`src/rtl/dyn_branch_predictor_if.sv`:
```
// Fetch-side lookup and execute-side update bundle for dyn_branch_predictor.
// The master drives PCs and resolved outcomes; the slave returns predictions and redirects.
interface dyn_branch_predictor_if #(
    parameter int STAT_W = 16
);
    logic [31:0]       if_pc;
    logic              pred_taken;
    logic [31:0]       pred_pc;
    logic              stall;
    logic              upd_valid;
    logic [31:0]       upd_pc;
    logic              upd_is_branch;
    logic              upd_uncond;
    logic              upd_taken;
    logic [31:0]       upd_target;
    logic              upd_pred_taken;
    logic [31:0]       upd_pred_pc;
    logic              redirect;
    logic [31:0]       redirect_pc;
    logic [STAT_W-1:0] stat_branches;
    logic [STAT_W-1:0] stat_mispred;

    modport master (
        output if_pc, stall, upd_valid, upd_pc, upd_is_branch, upd_uncond,
               upd_taken, upd_target, upd_pred_taken, upd_pred_pc,
        input  pred_taken, pred_pc, redirect, redirect_pc, stat_branches, stat_mispred
    );

    modport slave (
        input  if_pc, stall, upd_valid, upd_pc, upd_is_branch, upd_uncond,
               upd_taken, upd_target, upd_pred_taken, upd_pred_pc,
        output pred_taken, pred_pc, redirect, redirect_pc, stat_branches, stat_mispred
    );
endinterface

```
`src/rtl/dyn_branch_predictor.sv`:
```
// Direct-mapped BTB with 2-bit saturating counters: zero-latency fetch prediction,
// trained by execute-stage resolution, with mispredict redirect and saturating statistics.
module dyn_branch_predictor #(
    parameter int INDEX_BITS = 6,
    parameter int TAG_BITS   = 8,
    parameter int PRED_MODE  = 1,
    parameter int STAT_W     = 16
) (
    input  logic                   clk,
    input  logic                   rst_n,
    dyn_branch_predictor_if.slave  bp
);
    localparam int ENTRIES = 1 << INDEX_BITS;
    localparam int TAG_LO  = INDEX_BITS + 2;
    localparam int TAG_HI  = INDEX_BITS + TAG_BITS + 1;

    logic                valid_q  [ENTRIES];
    logic [TAG_BITS-1:0] tag_q    [ENTRIES];
    logic [31:0]         target_q [ENTRIES];
    logic                uncond_q [ENTRIES];
    logic [1:0]          ctr_q    [ENTRIES];

    logic [STAT_W-1:0]   branches_q;
    logic [STAT_W-1:0]   mispred_q;

    logic [INDEX_BITS-1:0] lk_idx;
    logic [TAG_BITS-1:0]   lk_tag;
    logic                  lk_hit;
    logic                  lk_dir;

    logic [INDEX_BITS-1:0] up_idx;
    logic [TAG_BITS-1:0]   up_tag;
    logic                  up_hit;
    logic                  upd_en;
    logic                  mispred;

    // Lookup reads stored state only, so a same-cycle update is not bypassed.
    always_comb begin
        lk_idx = bp.if_pc[INDEX_BITS+1:2];
        lk_tag = bp.if_pc[TAG_HI:TAG_LO];
        lk_hit = valid_q[lk_idx] && (tag_q[lk_idx] == lk_tag);
        if (PRED_MODE != 0) begin
            lk_dir = uncond_q[lk_idx] || ctr_q[lk_idx][1];
        end else begin
            lk_dir = uncond_q[lk_idx];
        end
        bp.pred_taken = lk_hit && lk_dir;
        bp.pred_pc    = bp.pred_taken ? target_q[lk_idx] : bp.if_pc + 32'd4;
    end

    always_comb begin
        up_idx  = bp.upd_pc[INDEX_BITS+1:2];
        up_tag  = bp.upd_pc[TAG_HI:TAG_LO];
        up_hit  = valid_q[up_idx] && (tag_q[up_idx] == up_tag);
        upd_en  = bp.upd_valid && !bp.stall && rst_n;
        mispred = upd_en &&
                  ((bp.upd_is_branch &&
                    ((bp.upd_taken != bp.upd_pred_taken) ||
                     (bp.upd_taken && (bp.upd_target != bp.upd_pred_pc)))) ||
                   (!bp.upd_is_branch && bp.upd_pred_taken));
        bp.redirect    = mispred;
        bp.redirect_pc = '0;
        if (mispred) begin
            bp.redirect_pc = bp.upd_taken ? bp.upd_target : bp.upd_pc + 32'd4;
        end
        bp.stat_branches = branches_q;
        bp.stat_mispred  = mispred_q;
    end

    always_ff @(posedge clk) begin
        if (!rst_n) begin
            for (int i = 0; i < ENTRIES; i++) begin
                valid_q[i]  <= 1'b0;
                tag_q[i]    <= '0;
                target_q[i] <= '0;
                uncond_q[i] <= 1'b0;
                ctr_q[i]    <= 2'b01;
            end
            branches_q <= '0;
            mispred_q  <= '0;
        end else begin
            if (upd_en) begin
                if (bp.upd_is_branch) begin
                    if (up_hit) begin
                        if (bp.upd_taken) begin
                            if (ctr_q[up_idx] != 2'b11) ctr_q[up_idx] <= ctr_q[up_idx] + 2'd1;
                            target_q[up_idx] <= bp.upd_target;
                            uncond_q[up_idx] <= bp.upd_uncond;
                        end else if (ctr_q[up_idx] != 2'b00) begin
                            ctr_q[up_idx] <= ctr_q[up_idx] - 2'd1;
                        end
                    end else if (bp.upd_taken) begin
                        valid_q[up_idx]  <= 1'b1;
                        tag_q[up_idx]    <= up_tag;
                        target_q[up_idx] <= bp.upd_target;
                        uncond_q[up_idx] <= bp.upd_uncond;
                        ctr_q[up_idx]    <= 2'b10;
                    end
                end else if (up_hit) begin
                    // A non-branch hitting the BTB means the entry aliased; drop it.
                    valid_q[up_idx] <= 1'b0;
                end
                if (bp.upd_is_branch && (branches_q != '1)) begin
                    branches_q <= branches_q + 1'b1;
                end
            end
            if (mispred && (mispred_q != '1)) begin
                mispred_q <= mispred_q + 1'b1;
            end
        end
    end
endmodule

```
`src/flat_wrapper.sv`:
```
// flat-port wrapper written by rule: the top's interface ports become plain ports
module dyn_branch_predictor_flat 
#(
    parameter int INDEX_BITS = 6,
    parameter int TAG_BITS   = 8,
    parameter int PRED_MODE  = 1,
    parameter int STAT_W     = 16
)
  (clk, rst_n, bp_if_pc, bp_stall, bp_upd_valid, bp_upd_pc, bp_upd_is_branch, bp_upd_uncond, bp_upd_taken, bp_upd_target, bp_upd_pred_taken, bp_upd_pred_pc, bp_pred_taken, bp_pred_pc, bp_redirect, bp_redirect_pc, bp_stat_branches, bp_stat_mispred);
  dyn_branch_predictor_if #(.STAT_W(STAT_W)) bp_i ();
  input  logic clk;
  input  logic rst_n;
  input wire logic [$bits(bp_i.if_pc)-1:0] bp_if_pc;
  input wire logic [$bits(bp_i.stall)-1:0] bp_stall;
  input wire logic [$bits(bp_i.upd_valid)-1:0] bp_upd_valid;
  input wire logic [$bits(bp_i.upd_pc)-1:0] bp_upd_pc;
  input wire logic [$bits(bp_i.upd_is_branch)-1:0] bp_upd_is_branch;
  input wire logic [$bits(bp_i.upd_uncond)-1:0] bp_upd_uncond;
  input wire logic [$bits(bp_i.upd_taken)-1:0] bp_upd_taken;
  input wire logic [$bits(bp_i.upd_target)-1:0] bp_upd_target;
  input wire logic [$bits(bp_i.upd_pred_taken)-1:0] bp_upd_pred_taken;
  input wire logic [$bits(bp_i.upd_pred_pc)-1:0] bp_upd_pred_pc;
  output wire logic [$bits(bp_i.pred_taken)-1:0] bp_pred_taken;
  output wire logic [$bits(bp_i.pred_pc)-1:0] bp_pred_pc;
  output wire logic [$bits(bp_i.redirect)-1:0] bp_redirect;
  output wire logic [$bits(bp_i.redirect_pc)-1:0] bp_redirect_pc;
  output wire logic [$bits(bp_i.stat_branches)-1:0] bp_stat_branches;
  output wire logic [$bits(bp_i.stat_mispred)-1:0] bp_stat_mispred;
  assign bp_i.if_pc = bp_if_pc;
  assign bp_i.stall = bp_stall;
  assign bp_i.upd_valid = bp_upd_valid;
  assign bp_i.upd_pc = bp_upd_pc;
  assign bp_i.upd_is_branch = bp_upd_is_branch;
  assign bp_i.upd_uncond = bp_upd_uncond;
  assign bp_i.upd_taken = bp_upd_taken;
  assign bp_i.upd_target = bp_upd_target;
  assign bp_i.upd_pred_taken = bp_upd_pred_taken;
  assign bp_i.upd_pred_pc = bp_upd_pred_pc;
  assign bp_pred_taken = bp_i.pred_taken;
  assign bp_pred_pc = bp_i.pred_pc;
  assign bp_redirect = bp_i.redirect;
  assign bp_redirect_pc = bp_i.redirect_pc;
  assign bp_stat_branches = bp_i.stat_branches;
  assign bp_stat_mispred = bp_i.stat_mispred;
  dyn_branch_predictor #(.INDEX_BITS(INDEX_BITS), .TAG_BITS(TAG_BITS), .PRED_MODE(PRED_MODE), .STAT_W(STAT_W)) u_core (.clk(clk), .rst_n(rst_n), .bp(bp_i));
endmodule
```
`config.mk`:
```
export PLATFORM = sky130hd
export DESIGN_NAME = dyn_branch_predictor_flat
export DESIGN_NICKNAME = d
export VERILOG_FILES = /design/src/rtl/dyn_branch_predictor_if.sv /design/src/rtl/dyn_branch_predictor.sv /design/src/flat_wrapper.sv
export SDC_FILE = /design/constraint.sdc
export NUM_CORES = 2
export LEC_CHECK = 0
export BUFFER_PORTS_ARGS = -buffer_cell sky130_fd_sc_hd__buf_2
export CELL_PAD_IN_SITES_DETAIL_PLACEMENT = 2
export CELL_PAD_IN_SITES_GLOBAL_PLACEMENT = 2
export CORE_MARGIN = 1
export CORE_UTILIZATION = 45
export DETAILED_ROUTE_END_ITERATION = 6
export GPL_TIMING_DRIVEN = 1
export PLACE_DENSITY_LB_ADDON = 0.08
export SYNTH_ARGS = -nofsm -noshare
export SYNTH_HDL_FRONTEND = slang
export SYNTH_SLANG_ARGS = --single-unit
```
`constraint.sdc`:
```
create_clock -name clk -period 4.23 [get_ports clk]
set_input_delay 0.2115 -clock clk [delete_from_list [all_inputs] [get_ports clk]]
set_output_delay 0.2115 -clock clk [all_outputs]
set_load 0.01 [all_outputs]
```
Word level (Yosys, flattened, before mapping). Memory sizes are Yosys's and may differ from the RTL's. Index checks and enable logic that the tools add are counted. W data, S select, Z words.

RAM bits: 2816. Memories: 5. Bits of input ports: 136. Bits in registers: 32.

Memories: u_core.target_q (words 64, width 32, rd ports 1, clocked after Yosys merged registers in 0, write ports 64, line dyn_branch_predictor.sv:19) `logic [31:0] target_q [ENTRIES];`; u_core.tag_q (words 64, width 8, rd ports 2, clocked after Yosys merged registers in 0, write ports 64, line dyn_branch_predictor.sv:18) `logic [TAG_BITS-1:0] tag_q [ENTRIES];`; u_core.ctr_q (words 64, width 2, rd ports 2, clocked after Yosys merged registers in 0, write ports 64, line dyn_branch_predictor.sv:21) `logic [1:0] ctr_q [ENTRIES];`; u_core.uncond_q (words 64, width 1, rd ports 1, clocked after Yosys merged registers in 0, write ports 64, line dyn_branch_predictor.sv:20) `logic uncond_q [ENTRIES];`; u_core.valid_q (words 64, width 1, rd ports 2, clocked after Yosys merged registers in 0, write ports 64, line dyn_branch_predictor.sv:17) `logic valid_q [ENTRIES];`.

Bitwise operators: 5. Reduce and logical (&&, ||, !) cells: 23. Mux-type cells: 54. Eq/ne operators: 7. Add/subtract/negate cells: 6.

Operators with widths (number): $mux W32 (5); $add A32 B3 Y32 const B (2); $mux W1 (40); $add A16 B1 Y16 const B (2); $ne A16 B16 Y1 const B (2); $ne A32 B32 Y1 (1); $reduce_or A32 Y1 (1); $mux W6 (5); $eq A8 B8 Y1 (2); $logic_and A1 B1 Y1 (11); $mux W8 (1); $reduce_or A8 Y1 (1); $mux W2 (3); $or A1 B1 Y1 (5); $logic_or A1 B1 Y1 (3); $add A2 B1 Y2 const B (1); $logic_not A1 Y1 (2); $ne A2 B2 Y1 const B (1); $reduce_and A2 Y1 (1); $reduce_bool A2 Y1 (1); $reduce_or A1 Y1 (2); $reduce_or A2 Y1 (1); $sub A2 B1 Y2 const B (1); $ne A1 B1 Y1 (1).

Logic depth before layout (Yosys ltp). An unclocked memory read counts as a cell.

Depth in word-level cells: 13. Mapped depth: 18.

Worst setup path before layout. Ideal clock, no wire load.

Path kind: input-to-output. Start point: in bp_if_pc[2]. End point: out bp_pred_pc[4]. Setup slack: 0.510 ns. Cell stages on the path: 11. Arrival: 3.509 ns. Path through: buf_6 -> buf_6 -> buf_6 -> buf_6 -> buf_4 -> buf_2 -> buf_1 -> mux4_2 -> mux4_2 -> mux4_1 -> mux2_4.

Word-level cells in the longest chain between the ends: 5. Elaborated cells on any way between the ends: 11.

Ends and longest elaborated chain: start, declared (line flat_wrapper.sv:13) `input wire logic [$bits(bp_i.if_pc)-1:0] bp_if_pc;`; $mem_v2 Z64 W8; $eq A8 B8 Y1 (line dyn_branch_predictor.sv:41) `lk_hit = valid_q[lk_idx] && (tag_q[lk_idx] == lk_tag);`; $logic_and A1 B1 Y1 (line dyn_branch_predictor.sv:41); $logic_and A1 B1 Y1 (line dyn_branch_predictor.sv:47) `bp.pred_taken = lk_hit && lk_dir;`; $mux W32 * (line dyn_branch_predictor.sv:48) `bp.pred_pc = bp.pred_taken ? target_q[lk_idx] : bp.if_pc + 32'd4;`; end, declared (line flat_wrapper.sv:24) `output wire logic [$bits(bp_i.pred_pc)-1:0] bp_pred_pc;`.

Every way passes the cells marked *; elsewhere a longest branch is shown, timed or not.

==> metrics.txt <==
status=complete, but fails checks; failing checks=negative setup slack; drt via density=slightly below 7; largest area contributor in the netlist=edfxtp_1; top area cells in the synthesized netlist=edfxtp_1, mux4_2, and3_1; total gr overflow=0; Tightest Hold Check Type=in -> reg; setup TNS=-27560 ps; syn_area_per_cell=about 14 µm²; Setup Viol. Count Final=33; CP max FO=9; DRC Markers=0; Buffers on Ports=around 230; CTS clk-pin slew, worst paths=60 ps; Setup crit start=u_core.tag_q[54][0]$_SDFFCE_PN0P_; Worst Setup End Kind=primary output; Post-synth EDFFs=about 2700; total iterations of the first detailed-routing run=6; power per cell area=around 440 nW/µm²; final hold violation count=0; die area=about 310000 µm²; worst path arrival time=approximately 4900 ps; total wire length=between 600000 and 700000 µm; vias in the first global route=around 100k; sequential area share after synthesis=between 60% and 70%; share of cells above drive strength 1=25.52%; Net Count, Synth=between 9000 and 10000; 1st-iter DRT viols=~13000; crit path kind=reg -> out; Synth Flop Type=edfxtp_1; crit path time final=between 5000 and 6000 ps; Die Y=553.3 µm; Final Slew Violations=0; core area=between 300000 and 400000 µm²; Initial Util=between 40% and 50%; P&R area growth vs syn=15.18%; antenna viol nets, final=0; Final Cycle Share=120.9%; Slew @ Worst Pin=between 1000 and 1500 ps; crit-path cells=mux4_2 > mux4_2 > mux2i_1 > buf_4 > xor2_2 > nor2_2 > or4_4 > nor4_4 > and3_4 > buf_12 > buf_12 > mux2_4 > buf_6; All-Layer GR Usage=between 40% and 50%; Max rail drop VDD=0.4134 mV; Lkg Pwr=roughly 61 nW; nets=between 10000 and 15000; R2R setup slack=80 ps; routed vias=approximately 97000; worst hold endpoint=u_core.bp.stat_mispred[12]$_SDFFE_PN0P_; clock skew=49.88 ps; Slew HR=between 10% and 20%; CP max stage cell=mux4_2; drt wl/cell=between 40 and 50 µm; hold_sp=bp_upd_pred_taken; Reg2Reg Depth=14; crit path launch type=flop; share of the synthesized area in the top cell type=around three fifths; CTS Sinks=approximately 2800; Final Core Density=between 50% and 60%; Synth Cell Area=about 140000 µm²; Post-synth ARST share=0%; synthesized instance count=9679; worst hold slack=approximately 60 ps; initial antenna violation count=37; Num CTS Buffers=between 300 and 400; Yosys warnings=0; Req. time, crit path=between 4000 and 5000 ps; routability congestion estimate=0.9920; R2R Path End=u_core.tag_q[8][7]$_SDFFCE_PN0P_; H-tree Lvls=5; first-pass GRT wire length=roughly 850000 µm; Critical Path Max Stage Delay=about 600 ps; Reg-to-Reg Start=u_core.tag_q[47][1]$_SDFFCE_PN0P_; largest net degree at the start of global routing=257; top cells by count, synth=edfxtp_1, and3_1, clkbuf_1; standard-cell row count=approximately 200; top-count cell post-synth=edfxtp_1; Clock Tree Buf Depth=4; Yosys cell types=80; post-route setup slack=-884.4 ps; FF+latch count, synth=2848; IO Pins=234; HPWL after DPL=around 400000 µm; highest clock rate=between 150 and 200 MHz; hold path cells=7; RSZ-0062 raised after global routing=yes; CTS root buf=clkbuf_16; CTS tree=done; Max Cap Viol=0; worst skew pair latency=940 ps; die width=553.3 µm
==> power breakdown <==
group,internal (mW),switching (mW)
Combinational,2.61,4.81
Clock,16.1,12.2
Sequential,32.1,0.706
==> sequential cells by signal, summed over array words and instances (netlist names) <==
| name | flops |
|---|---|
| u_core.target_q | 2048 |
| u_core.uncond_q | 64 |
| u_core.tag_q | 512 |
| u_core.ctr_q | 128 |
| u_core.bp.stat_mispred | 16 |
| u_core.valid_q | 64 |
| u_core.bp.stat_branches | 16 |
==> layout by cell type, fill, tap and decap left out, types with 63 or more instances in the layout <==
cell	instances
o21ai_0	63
buf_4	654
nor2_1	792
buf_2	195
a21oi_1	74
mux4_2	862
clkbuf_16	334
a211oi_1	75
a22oi_1	151
mux2i_1	109
nand2_2	82
and3_1	2009
and2_1	75
nand3_1	170
clkinv_1	73
buf_12	173
dfxtp_1	160
xnor2_1	82
clkbuf_1	73
nand2_1	537
edfxtp_1	2688
==> worst max-delay path: cells and delay by family (launching register included) <==
family / cells / cell delay [ps]
flip-flops: 1 / 460
AND/OR/NAND/NOR: 4 / 1040
XOR/XNOR: 1 / 160
multiplexers: 4 / 1630
buffers and inverters: 4 / 680
==> repair_timing <==
action,4_1_cts,5_1_grt
endpoints found under the hold margin,106,0
setup buffers,3,3
endpoints found under the setup margin,71,808
cloned,1,1
hold buffers,4,0
resized for setup,53,27
pin swaps,2,2
==> stage by stage <==
stage	total power, mW	setup slack [ps]	cell area (µm²)	cells
after floorplan	36.49	509.9	136800	9679
after global placement	40.27	-607.2	146600	13550
after detailed placement	40.57	-625.8	146600	13550
after CTS	68.60	-950.5	157300	14150
after global routing	69.71	-908.0	157500	14170
final	68.53	-884.4	157500	14180
==> kinds of logic (layout without fill, tap and decap cells) <==
family / after synthesis / after routing / synth area share, %
AO/OA/AOI/OAI: 604 / 604 / 3.152
XOR/XNOR: 132 / 132 / 0.8454
adder cells (fa/ha/maj): 4 / 4 / 0.03660
buffers and inverters: 1184 / 1678 / 3.705
flip-flops: 2848 / 2848 / 61.37
multiplexers: 1048 / 1048 / 15.84
other: 0 / 24 / 0
AND/OR/NAND/NOR: 3859 / 3859 / 15.05
==> layer usage <==
metal / part of all wire [%] / GRT usage, %
met4: 7.0 / 24.00
met5: 0.019 / 0
met2: 48 / 65.40
met1: 37 / 50.56
met3: 7.4 / 6.103
==> worst max-delay path by stage <==
stage,endpoint,slack (ps),cells after the start
after floorplan,bp_pred_pc[4],510,11
after global placement,u_core.tag_q[57][7]$_SDFFCE_PN0P_,-610,15
after detailed placement,u_core.tag_q[57][7]$_SDFFCE_PN0P_,-630,15
after CTS,bp_pred_pc[14],-950,14
after global routing,bp_pred_pc[30],-910,13
final,bp_pred_pc[11],-880,13
==> final cells by class <==
class | instances | area [µm²]
antenna | 24 | 60.06
clock buffer | 409 | 8648
clock inverter | 182 | 1667
fill | 27480 | 145000
inverter | 19 | 78.83
multi-input combinational | 5647 | 48260
sequential | 2848 | 83920
tap | 3978 | 4977
timing repair buffer | 1068 | 9891
Note: power is estimated with default switching activity, not from simulation.
